===== config.mk =====
export PLATFORM = sky130hd
export DESIGN_NAME = captura_resultado_somador
export DESIGN_NICKNAME = d
export VERILOG_FILES = /design/src/rtl/captura_resultado_somador.sv
export SDC_FILE = /design/constraint.sdc
export NUM_CORES = 1
export LEC_CHECK = 0
export ABC_CLOCK_PERIOD_IN_PS = 2300
export CELL_PAD_IN_SITES_DETAIL_PLACEMENT = 1
export CELL_PAD_IN_SITES_GLOBAL_PLACEMENT = 1
export CORE_MARGIN = 8
export CORE_UTILIZATION = 43
export DETAILED_ROUTE_END_ITERATION = 12
export GPL_TIMING_DRIVEN = 0
export PLACE_DENSITY = 0.77
export SYNTH_ARGS = -nofsm -noshare
export SYNTH_HDL_FRONTEND = slang
export SYNTH_SLANG_ARGS = --single-unit

===== constraint.sdc =====
create_clock -name clk -period 2.3 [get_ports clk]
set_input_delay 0.46 -clock clk [delete_from_list [all_inputs] [get_ports clk]]
set_output_delay 0.46 -clock clk [all_outputs]
set_load 0.02 [all_outputs]

===== src/rtl/captura_resultado_somador.sv =====
// captura_resultado_somador
//
// Captures each finished result of the four-operand accumulator into a small
// show-ahead FIFO. A result is taken on every rising edge of the accumulator's
// level `pronto` flag. Results arriving while the buffer is full are dropped
// and counted in a saturating discard counter.
//
// Build option:
//   CAPTURA_SATURA_EN - when defined, a result flagged with `overflow` is
//                       stored as the saturated extreme (+31 or -32) instead of
//                       the wrapped value. The overflow flag is stored as 1 either way.
//
// Parameters:
//   PROFUNDIDADE - FIFO depth in entries (power of two, 2..16)
//   LARG_CONT    - width of the discard counter
//
// Ports:
//   clk        in   system clock, rising edge
//   reset      in   asynchronous active-low reset
//   pronto     in   accumulator done flag (level, idle high)
//   soma       in   accumulator result, two's complement
//   overflow   in   accumulator signed-overflow flag, valid with soma
//   rd_en      in   pop request for the head entry
//   resultado  out  head entry value, 0 when empty
//   ovf_out    out  head entry overflow flag, 0 when empty
//   valido     out  head entry present
//   vazio      out  FIFO empty
//   cheio      out  FIFO full
//   contagem   out  number of stored entries
//   descartes  out  results lost to a full FIFO, saturating

module captura_resultado_somador #(
  parameter int unsigned PROFUNDIDADE = 4,
  parameter int unsigned LARG_CONT    = 8
) (
  input  logic                            clk,
  input  logic                            reset,
  input  logic                            pronto,
  input  logic [5:0]                      soma,
  input  logic                            overflow,
  input  logic                            rd_en,
  output logic [5:0]                      resultado,
  output logic                            ovf_out,
  output logic                            valido,
  output logic                            vazio,
  output logic                            cheio,
  output logic [$clog2(PROFUNDIDADE):0]   contagem,
  output logic [LARG_CONT-1:0]            descartes
);

  localparam int unsigned LargPtr  = $clog2(PROFUNDIDADE);
  localparam int unsigned LargCont = LargPtr + 1;

  logic                 r_pronto_d;
  logic [LargPtr-1:0]   r_ptr_esc;
  logic [LargPtr-1:0]   r_ptr_lei;
  logic [LargCont-1:0]  r_contagem;
  logic [LARG_CONT-1:0] r_descartes;
  logic [6:0]           r_mem [PROFUNDIDADE];

  logic                 w_cap;
  logic                 w_pop;
  logic                 w_vazio;
  logic                 w_cheio;
  logic                 w_escreve;
  logic                 w_descarta;
  logic [5:0]           w_valor;
  logic [6:0]           w_cabeca;

  assign w_vazio = (r_contagem == '0);
  assign w_cheio = (r_contagem == LargCont'(PROFUNDIDADE));

  // Rising edge of the level done flag; r_pronto_d resets high so the idle-high
  // flag seen right after reset is not mistaken for a new result.
  assign w_cap = pronto & ~r_pronto_d;

  // A pop while empty is ignored, so a simultaneous capture into an empty FIFO
  // is stored without bypass.
  assign w_pop = rd_en & ~w_vazio;

  // When full, a same-cycle pop frees the slot the capture needs.
  assign w_escreve  = w_cap & (~w_cheio | w_pop);
  assign w_descarta = w_cap & w_cheio & ~w_pop;

`ifdef CAPTURA_SATURA_EN
  // Wrapped-negative result (sign bit set) means the true sum was too large.
  always_comb begin
    w_valor = soma;
    if (overflow) begin
      w_valor = soma[5] ? 6'b011111 : 6'b100000;
    end
  end
`else
  assign w_valor = soma;
`endif

  always_ff @(posedge clk or negedge reset) begin
    if (!reset) begin
      r_pronto_d  <= 1'b1;
      r_ptr_esc   <= '0;
      r_ptr_lei   <= '0;
      r_contagem  <= '0;
      r_descartes <= '0;
    end else begin
      r_pronto_d <= pronto;
      if (w_escreve) begin
        r_ptr_esc <= r_ptr_esc + LargPtr'(1);
      end
      if (w_pop) begin
        r_ptr_lei <= r_ptr_lei + LargPtr'(1);
      end
      if (w_escreve && !w_pop) begin
        r_contagem <= r_contagem + LargCont'(1);
      end else if (w_pop && !w_escreve) begin
        r_contagem <= r_contagem - LargCont'(1);
      end
      if (w_descarta && (r_descartes != '1)) begin
        r_descartes <= r_descartes + LARG_CONT'(1);
      end
    end
  end

  // Storage needs no reset: entries are only visible through the occupancy count.
  always_ff @(posedge clk) begin
    if (w_escreve) begin
      r_mem[r_ptr_esc] <= {overflow, w_valor};
    end
  end

  assign w_cabeca  = r_mem[r_ptr_lei];
  assign resultado = w_vazio ? 6'd0 : w_cabeca[5:0];
  assign ovf_out   = w_vazio ? 1'b0 : w_cabeca[6];
  assign valido    = ~w_vazio;
  assign vazio     = w_vazio;
  assign cheio     = w_cheio;
  assign contagem  = r_contagem;
  assign descartes = r_descartes;

endmodule


==> results.toml <==
[worst_setup_path]
startpoint = "contagem[2]"
cp_data_arrival_time_ns = 1.76
required_ns = 1.84
critPathLaunchType = "flop"
critPathKind = "reg -> out"
r2r_cells = 8
crit_fanout = 10
cp-end-kind = "output port"
rr_endpoint = "contagem[2]"
crit_end = "vazio"
rrSetupSlack_ns = 0.13
r2r-start = "contagem[2]"

[clocking]
ctsHoldBuffers = 0
clockRootBuffer = "clkbuf_8"
cts_buffers = 5
clk_pin_slew_ns = 0.09
clkSinkCount = 44
cts_buffer_depth = 2
h-tree-depth = 2
insertion_delay_ns = 0.31
cts_tree = "yes"

[detailed_routing]
wire_per_inst_um = 20.1
drt_first_pass_iters = 4
met3_length_um = 200
drt-vias-per-instance = 5.22
drc = 0
wl_met1_um = 1680
wl_met2_um = 2320
top_layer_used = "met4"
ant_nets = 0
drt_wl_total_um = 4270
drt-initial-drc-count = 36
num_vias = 1112

[logic_synthesis]
ys.flop_type = "edfxtp_1"
synth_edf_count = 28
yosysSeqAreaShare_pct = 64.8
ys_types = 28
syn-num-nets = 136
async_flop_share_pct = 36.4
ys_ff_latch = 44
syn_area_sq_um = 1920
synth_top_area_cell = "edfxtp_1"
synth_common_cells = "edfxtp_1 (28), dfrtp_1 (15), and2_1 (11)"
synth_area_leaders = "edfxtp_1 (44%), dfrtp_1 (20%), mux4_2 (8.2%)"
synth_warnings = 0
synth.top_cell.area_share_pct = 43.9
post_synth.cell_area_avg_sq_um = 16.2
yosysMostFrequentCell = "edfxtp_1"
syn_inst = 118

[job]
max-cap-violations = 0

[sta]
setup_viol = 0
grt_setup_unrepaired = "no"
skew_ns = 0.00941
fin_setup_tns_ns = 0
timing.fmax_mhz = 451
hold_viol = 0
relSlewSlack_pct = 47.8
tightest_slew_ns = 0.780
finalMaxSlewViolations = 0
layout_setup_ws_ns = 0.0816
layout_min_cycle_time_ns = 2.22
finalCritPeriodShare_pct = 96.5

[outcome]
status = "finished clean"

[finish]
layout-drive-gt1-share_pct = 26.7
synthToLayoutAreaGrowth_pct = 26.9
n_antenna_cell = 0
final_nets = 178
fillers = 436

[global_route]
grt_max_degree = 17
grt_pass1_vias = 1241
grt.total_usage_pct = 13.7
grt_first_pass_wirelength_um = 6670
antenna_found_initial = 0
grt_overflow = 0

[floorplan]
start_util_pct = 44.3
die-area_sq_um = 6850
coreArea_sq_um = 4320
rows = 24
die-width_um = 82.8
die_y_um = 82.8
pin_count = 32

[power]
peakVddDrop_uv = 542
leakagePower_nw = 0.945
power.density_nw_per_um2 = 1180

[hold_path]
hold_class = "reg -> reg"

[placement]
pre_cts_slack_ns = -0.528
port-buffer-count = 31
dpl.hpwl_um = 3020
gp_congestion = 0.785
[flip-flops by register name, summed over array words and instances, names as in the netlist]
signal      cells
r_ptr_esc       2
r_ptr_lei       2
contagem        3
r_mem          28
descartes       8
r_pronto_d      1
[logic make-up after synthesis]
group | after synthesis | synth area share (%)
DFF | 44 | 64.8
and+or+nand+nor | 36 | 12.7
adders and majority gates | 7 | 4.96
muxes | 10 | 9.99
buffers and inverters | 7 | 1.44
xor gates and xnor gates | 11 | 5.03
AOI/OAI and AO/OA | 3 | 1.04
[where the power goes]
part           switching [W]  internal [W]
Sequential          0.000108      0.000984
Clock               0.000278      0.000327
Combinational       0.000604      0.000558
Total               0.000989       0.00187
[routing by layer]
layer / up-vias / GRT usage [%]
li1: 516 / -
met1: 570 / 15.2
met2: 19 / 23.5
met3: 7 / 5.09
met4: 0 / 5.17
met5: - / 0
[per-stage QoR]
step           hold slack [ns]  utilization (%)  instances  instance area [sq um]  power (W)
6_report                 0.504             56.3        213                   2430    0.00286
5_1_grt                  0.534             56.3        213                   2430    0.00301
4_1_cts                  0.501             57.1        213                   2470    0.00294
3_5_place_dp             0.489             53.0        201                   2290    0.00229
3_3_place_gp             0.474             53.0        201                   2290    0.00220
2_1_floorplan            0.164                -        118                   1920    0.00177
[worst min path at each step]
stage	cells past startpoint	slack, ns	to	from
6_report	1	0.50	descartes[6]	descartes[6]
5_1_grt	1	0.53	descartes[6]	descartes[6]
4_1_cts	1	0.50	descartes[6]	descartes[6]
3_5_place_dp	1	0.49	descartes[6]	descartes[6]
3_3_place_gp	1	0.47	descartes[6]	descartes[6]
2_1_floorplan	0	0.16	contagem[0]	reset
[worst max-delay path, stage by stage, from the launching register on]
cell             delay (ns)
dfrtp_1                0.40
or3_2                  0.52
clkbuf_8               0.19
inv_1                  0.06
clkdlybuf4s15_1        0.29
[layout by cell type (no fill, tap or decap), drive strengths merged, types with 3 or more instances in the layout]
cell type      synthesis  routed
edfxtp                28      28
clkdlybuf4s50          0      22
dfrtp                 15      15
and2                  11      11
clkbuf                 2      10
buf                    1       9
mux4                   7       7
xor2                   7       7
ha                     6       6
nand3                  5       5
inv                    4       5
nand2                  4       4
nor3                   4       4
xnor2                  4       4
nor2                   3       3
mux2                   3       3
nor3b                  3       3
[what timing repair did]
action,4_1_cts,5_1_grt
hold endpoints to repair,0,0
resized for setup,27,9
buffers inserted,5,0
cloned,0,0
pin swaps,1,1
endpoints found under the setup margin,11,10
[area by class of cell]
type,instances,area (sq um),share of cell area [%]
multi-input cells,67,656,27.0
clock buffers,5,68.8,2.83
inverters,4,15.0,0.617
well taps,52,65.1,2.67
plain buffers,2,25.0,1.03
flip-flops and latches,44,1240,51.2
repair buffers,36,312,12.8
clock inverters,3,46.3,1.90
Power figures use the tool's default switching activity.
